**src/rtl/mdu_pkg.sv**
```systemverilog
// -----------------------------------------------------------------------------
// mdu_pkg
// Shared definitions for the iterative multiply/divide unit.
//   state_t    : sequencer states (IDLE, MULT_RUN, DIV_RUN, FINISH)
//   OP_MULT/DIV: encoding of the op_div input
//   MDU_WIDTH  : default operand width
// -----------------------------------------------------------------------------
package mdu_pkg;

   typedef enum logic [1:0] {
      IDLE     = 2'd0,
      MULT_RUN = 2'd1,
      DIV_RUN  = 2'd2,
      FINISH   = 2'd3
   } state_t;

   localparam logic OP_MULT   = 1'b0;
   localparam logic OP_DIV    = 1'b1;
   localparam int   MDU_WIDTH = 32;

endpackage

```
**src/rtl/mdu_div_step.sv**
```systemverilog
// -----------------------------------------------------------------------------
// mdu_div_step
// One combinational restoring-division step on unsigned magnitudes.
// Ports:
//   rem_in  [W-1:0] : partial remainder before this step (always < divisor)
//   dvd_msb         : next dividend bit shifted into the remainder
//   divisor [W-1:0] : divisor magnitude (non-zero)
//   rem_out [W:0]   : partial remainder after the step (top bit is always 0)
//   q_bit           : quotient bit produced by this step
// -----------------------------------------------------------------------------
module mdu_div_step
   import mdu_pkg::*;
#(
   parameter int WIDTH = MDU_WIDTH
) (
   input  logic [WIDTH-1:0] rem_in,
   input  logic             dvd_msb,
   input  logic [WIDTH-1:0] divisor,
   output logic [WIDTH:0]   rem_out,
   output logic             q_bit
);

   logic [WIDTH:0]   shifted;
   logic [WIDTH+1:0] diff;

   // The shifted remainder can reach 2*divisor-1, so it needs W+1 bits;
   // one more bit on the difference exposes the borrow.
   assign shifted = {rem_in, dvd_msb};
   assign diff    = {1'b0, shifted} - {2'b00, divisor};
   assign q_bit   = ~diff[WIDTH+1];
   assign rem_out = q_bit ? diff[WIDTH:0] : shifted;

endmodule

```
**src/rtl/mult_div_seq.sv**
```systemverilog
// -----------------------------------------------------------------------------
// mult_div_seq
// Iterative signed multiply / divide unit with its own sequencer. A start
// pulse in IDLE launches a WIDTH-step Booth multiply or restoring divide;
// a FINISH cycle then produces a one-cycle done pulse and HI/LO write strobe.
// Ports:
//   clock, reset      : clock, synchronous active-high reset
//   start             : request pulse, sampled only in IDLE
//   op_div            : 0 = MULT, 1 = DIV (sampled with start)
//   op_unsigned       : 1 = MULTU/DIVU (only with MDU_UNSIGNED_EN defined)
//   op_a, op_b        : rs / rt operands (sampled with start)
//   busy              : high from the cycle after acceptance until done
//   done              : one-cycle completion pulse
//   hi_lo_write       : HI/LO write strobe with done, suppressed on div by zero
//   hi_out, lo_out    : MULT product high/low, DIV remainder/quotient
//   div_zero          : one-cycle pulse with done when a DIV has op_b == 0
// Optional feature macro: MDU_UNSIGNED_EN (adds op_unsigned).
// -----------------------------------------------------------------------------
module mult_div_seq
   import mdu_pkg::*;
#(
   parameter int WIDTH = MDU_WIDTH
) (
   input  logic             clock,
   input  logic             reset,
   input  logic             start,
   input  logic             op_div,
`ifdef MDU_UNSIGNED_EN
   input  logic             op_unsigned,
`endif
   input  logic [WIDTH-1:0] op_a,
   input  logic [WIDTH-1:0] op_b,
   output logic             busy,
   output logic             done,
   output logic             hi_lo_write,
   output logic [WIDTH-1:0] hi_out,
   output logic [WIDTH-1:0] lo_out,
   output logic             div_zero
);

   localparam int ITER  = WIDTH;
   localparam int CNT_W = $clog2(ITER + 1);

   state_t                  state;
   logic [CNT_W-1:0]        iter_cnt;
   logic                    op_is_div;
   logic                    zero_div;

   // Shared datapath: {acc_hi, acc_lo, acc_qm1} is the Booth register pair
   // for MULT; for DIV acc_hi is the partial remainder and acc_lo shifts the
   // dividend out while the quotient shifts in. mcand holds M or the divisor.
   logic signed [WIDTH:0]   acc_hi;
   logic [WIDTH-1:0]        acc_lo;
   logic                    acc_qm1;
   logic signed [WIDTH:0]   mcand;
   logic                    is_unsigned;
   logic                    sign_a;
   logic                    sign_b;

   logic                    req_uns;
   logic                    a_neg;
   logic                    b_neg;
   logic [WIDTH-1:0]        a_mag;
   logic [WIDTH-1:0]        b_mag;
   logic signed [WIDTH:0]   booth_sum;
   logic                    shift_in;
   logic [WIDTH:0]          div_rem_nxt;
   logic                    div_q_bit;

`ifdef MDU_UNSIGNED_EN
   assign req_uns = op_unsigned;
`else
   assign req_uns = 1'b0;
`endif

   function automatic logic [WIDTH-1:0] apply_sign(input logic [WIDTH-1:0] v,
                                                   input logic             neg);
      return neg ? (~v + 1'b1) : v;
   endfunction

   assign a_neg = ~req_uns & op_a[WIDTH-1];
   assign b_neg = ~req_uns & op_b[WIDTH-1];
   assign a_mag = apply_sign(op_a, a_neg);
   assign b_mag = apply_sign(op_b, b_neg);

   // Booth recoding on {Q[0], q_-1}; unsigned mode is plain shift-add on Q[0].
   // acc_hi carries one guard bit so that subtracting the most negative
   // multiplicand cannot overflow.
   always_comb begin
      booth_sum = acc_hi;
      if (is_unsigned) begin
         if (acc_lo[0]) booth_sum = acc_hi + mcand;
      end else begin
         case ({acc_lo[0], acc_qm1})
            2'b01:   booth_sum = acc_hi + mcand;
            2'b10:   booth_sum = acc_hi - mcand;
            default: booth_sum = acc_hi;
         endcase
      end
   end

   assign shift_in = is_unsigned ? 1'b0 : booth_sum[WIDTH];

   mdu_div_step #(.WIDTH(WIDTH)) u_div_step (
      .rem_in  (acc_hi[WIDTH-1:0]),
      .dvd_msb (acc_lo[WIDTH-1]),
      .divisor (mcand[WIDTH-1:0]),
      .rem_out (div_rem_nxt),
      .q_bit   (div_q_bit)
   );

   // Operand capture and one iteration step per cycle
   always_ff @(posedge clock) begin
      case (state)
         IDLE: begin
            if (start) begin
               is_unsigned <= req_uns;
               sign_a      <= a_neg;
               sign_b      <= b_neg;
               acc_hi      <= '0;
               acc_qm1     <= 1'b0;
               if (op_div == OP_DIV) begin
                  acc_lo <= a_mag;
                  mcand  <= {1'b0, b_mag};
               end else begin
                  acc_lo <= op_b;
                  mcand  <= {~req_uns & op_a[WIDTH-1], op_a};
               end
            end
         end
         MULT_RUN: begin
            acc_hi  <= {shift_in, booth_sum[WIDTH:1]};
            acc_lo  <= {booth_sum[0], acc_lo[WIDTH-1:1]};
            acc_qm1 <= acc_lo[0];
         end
         DIV_RUN: begin
            acc_hi <= div_rem_nxt;
            acc_lo <= {acc_lo[WIDTH-2:0], div_q_bit};
         end
         default: ;
      endcase
   end

   // Sequencer with registered status outputs and HI/LO result registers
   always_ff @(posedge clock) begin
      if (reset) begin
         state       <= IDLE;
         iter_cnt    <= '0;
         op_is_div   <= 1'b0;
         zero_div    <= 1'b0;
         busy        <= 1'b0;
         done        <= 1'b0;
         hi_lo_write <= 1'b0;
         div_zero    <= 1'b0;
         hi_out      <= '0;
         lo_out      <= '0;
      end else begin
         done        <= 1'b0;
         hi_lo_write <= 1'b0;
         div_zero    <= 1'b0;
         case (state)
            IDLE: begin
               if (start) begin
                  iter_cnt  <= '0;
                  op_is_div <= op_div;
                  zero_div  <= (op_div == OP_DIV) && (op_b == '0);
                  busy      <= 1'b1;
                  if (op_div == OP_MULT)  state <= MULT_RUN;
                  else if (op_b != '0)    state <= DIV_RUN;
                  else                    state <= FINISH;
               end
            end
            MULT_RUN, DIV_RUN: begin
               iter_cnt <= iter_cnt + 1'b1;
               if (iter_cnt == CNT_W'(ITER - 1)) state <= FINISH;
            end
            FINISH: begin
               state <= IDLE;
               busy  <= 1'b0;
               done  <= 1'b1;
               if (zero_div) begin
                  div_zero <= 1'b1;
               end else begin
                  hi_lo_write <= 1'b1;
                  if (op_is_div) begin
                     // Quotient sign follows the operand signs; remainder
                     // follows the dividend. Unsigned ops have both signs 0.
                     lo_out <= apply_sign(acc_lo, sign_a ^ sign_b);
                     hi_out <= apply_sign(acc_hi[WIDTH-1:0], sign_a);
                  end else begin
                     hi_out <= acc_hi[WIDTH-1:0];
                     lo_out <= acc_lo;
                  end
               end
            end
            default: state <= IDLE;
         endcase
      end
   end

endmodule

```
**config.mk**
```make
export PLATFORM = sky130hd
export DESIGN_NAME = mult_div_seq
export DESIGN_NICKNAME = d
export VERILOG_FILES = /design/src/rtl/mdu_pkg.sv /design/src/rtl/mdu_div_step.sv /design/src/rtl/mult_div_seq.sv
export SDC_FILE = /design/constraint.sdc
export NUM_CORES = 1
export LEC_CHECK = 0
export ABC_CLOCK_PERIOD_IN_PS = 5200
export CAP_MARGIN = 10
export CELL_PAD_IN_SITES_DETAIL_PLACEMENT = 1
export CELL_PAD_IN_SITES_GLOBAL_PLACEMENT = 2
export CORE_ASPECT_RATIO = 0.9
export CORE_MARGIN = 4
export CORE_UTILIZATION = 30
export DETAILED_ROUTE_END_ITERATION = 8
export GPL_TIMING_DRIVEN = 0
export HOLD_SLACK_MARGIN = 0.03
export PLACE_DENSITY = 0.71
export SLEW_MARGIN = 10
export SYNTH_ARGS = -nofsm -noshare
export SYNTH_HDL_FRONTEND = slang
export SYNTH_SLANG_ARGS = --single-unit
```
**constraint.sdc**
```tcl
create_clock -name clock -period 5.2 [get_ports clock]
set_input_delay 1.04 -clock clock [delete_from_list [all_inputs] [get_ports clock]]
set_output_delay 1.04 -clock clock [all_outputs]
set_load 0.01 [all_outputs]
```
==> impl_metrics.csv, run 1 <==
group,metric,value,unit
outcome,status,"finished, violations left",
outcome,violations,"max-capacitance violations",
detailed_routing,antenna_violating_nets_post_route,0,
global_routing,met2_usage,35.0,%
min_path,hold_path.class,"flip-flop to flip-flop",
global_routing,grt_overflow,0,
clock_network,cts.sinks,179,
sta,setup_viol,0,
setup_path,cp_num_buf_inv,3,
synthesis,ys_seq_area_share,31.8,%
floorplanning,start_util,30.3,%
synthesis,synth_adder_area_share,6.76,%
detailed_routing,vias,14400,
setup_path,slowest_delay,0.52,ns
global_routing,grt_util_met3,4.50,%
sta,finalHoldViolations,0,
finish,areaGrowthSynthToFinish,20.1,%
synthesis,synth.distinct_cells,72,
clock_network,insertion_delay,0.49,ns
synthesis,syn_area,0.0145,mm²
detailed_routing,wire_per_inst,24.2,µm
floorplanning,num_rows,76,
sta,skew,0.0145,ns
power_and_ir_drop,power_density,685,mW/mm²
sta,tns,0,ns
clock_network,cts.hold.buffers_added,0,
power_and_ir_drop,vdd_drop_max,0.308,mV
setup_path,cp.arrival,5.23,ns
global_routing,met1_usage,34.7,%
sta,setup_slack,0.192,ns
clock_network,clkTransAtPathRegs,0.07,ns
detailed_routing,finalWirelength,62000,µm
synthesis,synth-xor-area-share,11.6,%
global_routing,antenna_found_initial,2,
clock_network,h-tree-depth,4,
setup_path,crit_path_end_kind,"flip-flop",
synthesis,yosysWarnings,0,
clock_network,cts_tree,"done",
power_and_ir_drop,totalPowerFinal,0.0119,W
synthesis,synthSimpleGateAreaFrac,17.5,%
synthesis,synth-seq-cells,179,
global_routing,grt_max_degree,38,
finish,drive_gt1_share,4.40,%
finish,finalNetCount,2063,
synthesis,synth-compound-area-share,25.0,%
floorplanning,chipWidth,239,µm
setup_path,path_max_fanout,8,
clock_network,cts_root_buf,"clkbuf_16",
place,portBuffers,135,
sta,drv_slew,0,
clock_network,max-clock-path-buffers,2,
place,place.gp.congestion,0.925,
floorplanning,design.core.area,0.0477,mm²
synthesis,synth-edff-count,101,
place,dp_hpwl,50100,µm
synthesis,synth-async-reset-ratio,0,%
detailed_routing,drc,0,
sta,min_period,5.01,ns
detailed_routing,dr.pass1.iters,5,
global_routing,grt_pass1_wl,92000,µm
global_routing,grt_pass1_vias,14600,
power_and_ir_drop,total_leakage_power,6.30,nW
synthesis,ys.flop_type,"edfxtp_1",
sta,slew-limit-headroom,1.18,%
global_routing,track_usage,23.5,%
synthesis,avgSynthCellArea,8.24,µm²
synthesis,synthesis.nets,1901,
synthesis,synthMuxAreaShare,3.15,%
setup_path,cp-start-kind,"flip-flop",
detailed_routing,vias_per_cell,5.65,
detailed_routing,drt-initial-drc-count,1250,
floorplanning,die_h,216,µm
setup_path,worstSetupPathType,"flip-flop to flip-flop",
setup_path,cpMostUsedCell,"a21o_1",
floorplanning,die-area,0.0518,mm²
sta,rsz0062_at_grt,"false",
sta,hold_slack,0.455,ns
floorplanning,ios,136,
place,place_ws,-1.08,ns
setup_path,worstPathRequired,5.43,ns
setup_path,worst_path_max_delay_cell,"or4b_4",
setup_path,critPathTopFamily,"compound AO/OA/AOI/OAI gates",
clock_network,cts_buffers,17,
setup_path,crit_chain,"inv_1 > ha_1 > or4b_4 > nor4_4 > buf_4 > buf_4 > a31o_4 > o21ai_1 > xnor2_1 > ha_1 > a21o_1 > a21o_1 > a21o_1 > a21oi_1 > nand3b_1 > o221ai_2 > o21ai_1 > mux2_2 > a221o_1",
synthesis,synthCells,1756,
flow_run,maxCapViolations,1,
sta,max_freq,200,MHz
global_routing,grt-busiest-layer,"met2",
synthesis,synth_top_family_by_area,"compound AO/OA/AOI/OAI gates",
sta,period_share,96.3,%
sta,worst_slew_pin_slew,1.47,ns
==> layout make-up <==
| class | instances | area [µm²] |
|---|---|---|
| buffer | 89 | 349 |
| multi-input combinational | 1416 | 9360 |
| timing repair buffer | 144 | 1440 |
| tap | 624 | 781 |
| inverter | 71 | 269 |
| clock buffer | 21 | 493 |
| sequential | 179 | 4590 |
| fill | 5736 | 30400 |
| clock inverter | 11 | 87.6 |
| antenna | 1 | 2.50 |
==> worst reg2reg max path, cell delays in order (launching register included) <==
cell and delay [ns]:
edfxtp_1 0.43, inv_1 0.15, ha_1 0.22, or4b_4 0.52, nor4_4 0.14, buf_4 0.18, buf_4 0.12, a31o_4 0.21
o21ai_1 0.16, xnor2_1 0.31, ha_1 0.34, a21o_1 0.21, a21o_1 0.19, a21o_1 0.19, a21oi_1 0.26, nand3b_1 0.13
o221ai_2 0.26, o21ai_1 0.14, mux2_2 0.28, a221o_1 0.29
==> per-layer routing <==
metal | share of wire (%) | wire length, µm
met1 | 49 | 30100
met2 | 43 | 26500
met3 | 6.5 | 4000
met4 | 2.2 | 1370
met5 | 0 | 0
==> cell families after synthesis <==
family,Yosys count
AOI/OAI and AO/OA,567
xor gates and xnor gates,190
adders and majority gates,77
buffers and inverters,161
DFF,179
muxes,45
and+or+nand+nor,537
==> layout by cell type (no fill, tap or decap), types with 41 or more instances in the layout <==
master	count
nor2_1	221
a21oi_1	192
clkdlybuf4s50_1	135
nand2_1	122
xor2_1	105
edfxtp_1	101
o21ai_0	83
xnor2_1	82
dfxtp_1	78
ha_1	74
clkbuf_1	70
inv_1	69
a211oi_1	57
mux2i_1	41
==> registers in the layout, summed over array words and instances (netlist names), 2 cells and up <==
register	cells
acc_hi	33
acc_lo	32
hi_out	32
iter_cnt	6
lo_out	32
mcand	33
state	2
==> stage by stage <==
step | instance area (µm²) | instances | util [%]
2_1_floorplan | 14500 | 1756 | -
3_3_place_gp | 16600 | 2515 | 34.8
3_5_place_dp | 16600 | 2516 | 34.8
4_1_cts | 17300 | 2553 | 36.3
5_1_grt | 17400 | 2555 | 36.4
6_report | 17400 | 2556 | 36.4
==> where the power goes <==
group          internal (W)  switching (W)  total, W
Sequential          0.00215       0.000739   0.00289
Combinational       0.00297        0.00472   0.00768
Clock              0.000689       0.000648   0.00134
Total               0.00580        0.00610    0.0119
==> synth_stat cells, drive strengths merged (9+ instances only) <==
cell / instances / area share (%)
edfxtp: 101 / 21
nor2: 221 / 5.7
mux2i: 41 / 2.8
nor2b: 17 / 0.74
xnor2: 84 / 5.1
dfxtp: 78 / 11
o21a: 14 / 0.73
clkbuf: 73 / 1.9
a311oi: 17 / 1.0
nand2b: 14 / 0.66
o21bai: 13 / 0.67
nand4: 9 / 0.39
ha: 75 / 6.5
o31ai: 29 / 1.6
inv: 71 / 1.8
a22oi: 29 / 1.5
o22ai: 32 / 1.4
nand3: 27 / 0.93
o21ai: 89 / 3.1
a21oi: 192 / 6.6
or4: 17 / 0.91
a21o: 24 / 1.2
o41ai: 15 / 0.91
nand2: 122 / 3.2
nor3: 26 / 0.90
a211oi: 60 / 3.1
buf: 17 / 0.52
and3: 20 / 0.86
a31oi: 14 / 0.65
and2: 11 / 0.48
xor2: 106 / 6.5
nor4: 16 / 0.80
or3: 18 / 0.78
==> timing repair <==
action,CTS,global route
resized for setup,14,7
pin swaps,6,3
buffers inserted,5,3
endpoints found under the setup margin,19,10
==> worst paths after layout <==
kind	from	end	slack (ns)	cells after the start
max	mcand[1]	acc_hi[30]	0.19	19
min	hi_out[27]	hi_out[27]	0.45	2
max reg2reg	mcand[1]	acc_hi[30]	0.19	19
min reg2reg	hi_out[27]	hi_out[27]	0.45	2
Power figures use the tool's default switching activity.
==> run 2: changes to the inputs <==
CORE_MARGIN = 3   (was 4)
==> run 2 against run 1 <==
Against the previous run: the run now ends clean; utilization increased by 0.48 points; routed wire length increased by 1.0%; clock power grew 6%; fmax grew 0.28%; via count is essentially flat; combinational power increased by 0.7%; power is 1.1% higher.
==> impl_metrics.csv, run 2 (synthesized netlist as in run 1, its figures left out) <==
group,metric,value,unit
finish,finalNetCount,2065,
sta,slew-limit-headroom,26.5,%
setup_path,r2r-start,"acc_qm1",
detailed_routing,drc,0,
setup_path,rrSetupSlack,0.21,ns
floorplanning,start_util,30.7,%
setup_path,crit_start,"acc_qm1",
flow_run,maxCapViolations,0,
finish,biggestRegsByFlops,"acc_hi x33, mcand x33",
global_routing,grt_max_degree,37,
finish,multiInputGateArea,0.00933,mm²
setup_path,r2r_cells,17,
global_routing,track_usage,24.1,%
sta,rsz0062_at_grt,"false",
setup_path,worstSetupPathType,"flip-flop to flip-flop",
clock_network,cts_buffers,17,
clock_network,cts.sinks,179,
floorplanning,chipWidth,237,µm
outcome,status,"finished, final reports clean",
sta,setup_viol,0,
power_and_ir_drop,total_leakage_power,6.31,nW
global_routing,grt_pass1_vias,14400,
floorplanning,die_h,214,µm
setup_path,worstPathRequired,5.43,ns
sta,finalHoldViolations,0,
setup_path,r2r_end,"acc_hi[30]",
clock_network,h-tree-depth,4,
sta,skew,0.0124,ns
clock_network,cts_tree,"done",
setup_path,path_max_fanout,10,
global_routing,grt_pass1_wl,92400,µm
floorplanning,ios,136,
power_and_ir_drop,power_density,693,mW/mm²
clock_network,clkTransAtPathRegs,0.08,ns
sta,max_freq,200,MHz
finish,areaGrowthSynthToFinish,20.1,%
floorplanning,num_rows,75,
clock_network,cts_root_buf,"clkbuf_16",
detailed_routing,finalWirelength,62600,µm
detailed_routing,vias_per_cell,5.66,
setup_path,cp-start-kind,"flip-flop",
detailed_routing,antenna_violating_nets_post_route,0,
clock_network,cts.hold.buffers_added,0,
sta,worst_slew_pin_slew,1.10,ns
detailed_routing,drt-initial-drc-count,1183,
place,place_ws,-1.19,ns
place,portBuffers,135,
sta,hold_slack,0.458,ns
finish,seqCellArea,0.00459,mm²
global_routing,grt_overflow,0,
finish,layout_common_cells,"221 x nor2_1, 190 x a21oi_1, 135 x clkdlybuf4s50_1",
floorplanning,die-area,0.0509,mm²
setup_path,cp-endpoint,"acc_hi[30]",
sta,drv_slew,0,
place,dp_hpwl,50000,µm
setup_path,cp.arrival,5.23,ns
setup_path,crit_path_end_kind,"flip-flop",
sta,setup_slack,0.206,ns
min_path,hold_path.class,"flip-flop to flip-flop",
global_routing,antenna_found_initial,3,
sta,period_share,96.0,%
power_and_ir_drop,vdd_drop_max,0.281,mV
clock_network,max-clock-path-buffers,2,
floorplanning,design.core.area,0.0471,mm²
place,place.gp.congestion,0.902,
finish,drive_gt1_share,4.45,%
finish,nFillCells,5588,
detailed_routing,vias,14400,
detailed_routing,dr.pass1.iters,5,
finish,layout_commonest_cell,"nor2_1",
detailed_routing,wire_per_inst,24.6,µm
sta,min_period,4.99,ns
clock_network,insertion_delay,0.48,ns
-- run 2: how the worst min path moves through the flow --
stage	cells after the start	slack [ns]	from	endpoint
5_1_grt	2	0.48	hi_out[27]	hi_out[27]
6_report	2	0.46	hi_out[29]	hi_out[29]
4_1_cts	2	0.46	hi_out[21]	hi_out[21]
3_3_place_gp	2	0.45	hi_out[29]	hi_out[29]
2_1_floorplan	2	0.45	zero_div	zero_div
3_5_place_dp	2	0.45	hi_out[21]	hi_out[21]
-- run 2: area by class of cell --
type,count,area share (%)
buffer,89,2.01
clock inverter,15,1.03
inverter,71,1.55
timing repair buffer,146,8.37
clock buffer,17,2.45
multi-input combinational,1416,53.7
tap,616,4.44
antenna,1,0.0144
sequential,179,26.4
-- run 2: where the power goes --
part / switching (W) / internal [W]
registers: 0.000742 / 0.00215
clock network: 0.000656 / 0.000762
logic: 0.00476 / 0.00297
total: 0.00616 / 0.00588
-- run 2: routing by layer --
layer  track usage (%)  part of all wire, %
met3              5.47                  7.2
met1              36.5                   50
met5                 0                0.018
met2              34.9                   41
met4              4.24                  1.1
-- run 2: critical path, stage by stage (launching register included) --
cell	delay, ns
edfxtp_1	0.39
inv_1	0.11
ha_1	0.35
clkbuf_2	0.37
buf_2	0.41
nor2_1	0.12
xnor2_1	0.14
ha_1	0.35
o21ai_0	0.10
a21oi_1	0.30
nor2_1	0.16
o31ai_4	0.48
a211oi_4	0.17
a211oi_4	0.30
o221ai_2	0.18
o21ai_2	0.22
mux2_2	0.35
a221o_1	0.25
-- run 2: what timing repair did --
item / 4_1_cts / 5_1_grt
setup endpoints to repair: 20 / 5
endpoints found under the hold margin: 0 / 0
buffers inserted: 3 / 7
pin swaps: 2 / 6
gates resized for setup: 10 / 8
-- run 2: through the flow --
stage	TNS [ns]	power, W	area (µm²)	util (%)	cells
2_1_floorplan	0	0.00780	14500	-	1756
3_3_place_gp	-12.36	0.0102	16600	35.2	2507
3_5_place_dp	-12.30	0.0103	16600	35.3	2508
4_1_cts	-0.0228	0.0119	17300	36.7	2543
5_1_grt	0	0.0129	17400	36.9	2549
6_report	0	0.0120	17400	36.9	2550
==> run 3: changes to the inputs <==
==> constraint.sdc (replaced) <==
create_clock -name clock -period 5.2 [get_ports clock]
set_input_delay 0.78 -clock clock [delete_from_list [all_inputs] [get_ports clock]]
set_output_delay 0.78 -clock clock [all_outputs]
set_load 0.01 [all_outputs]
==> results of run 3 <==
No change in the layout: final DEF, timing and power equal those of run 2.
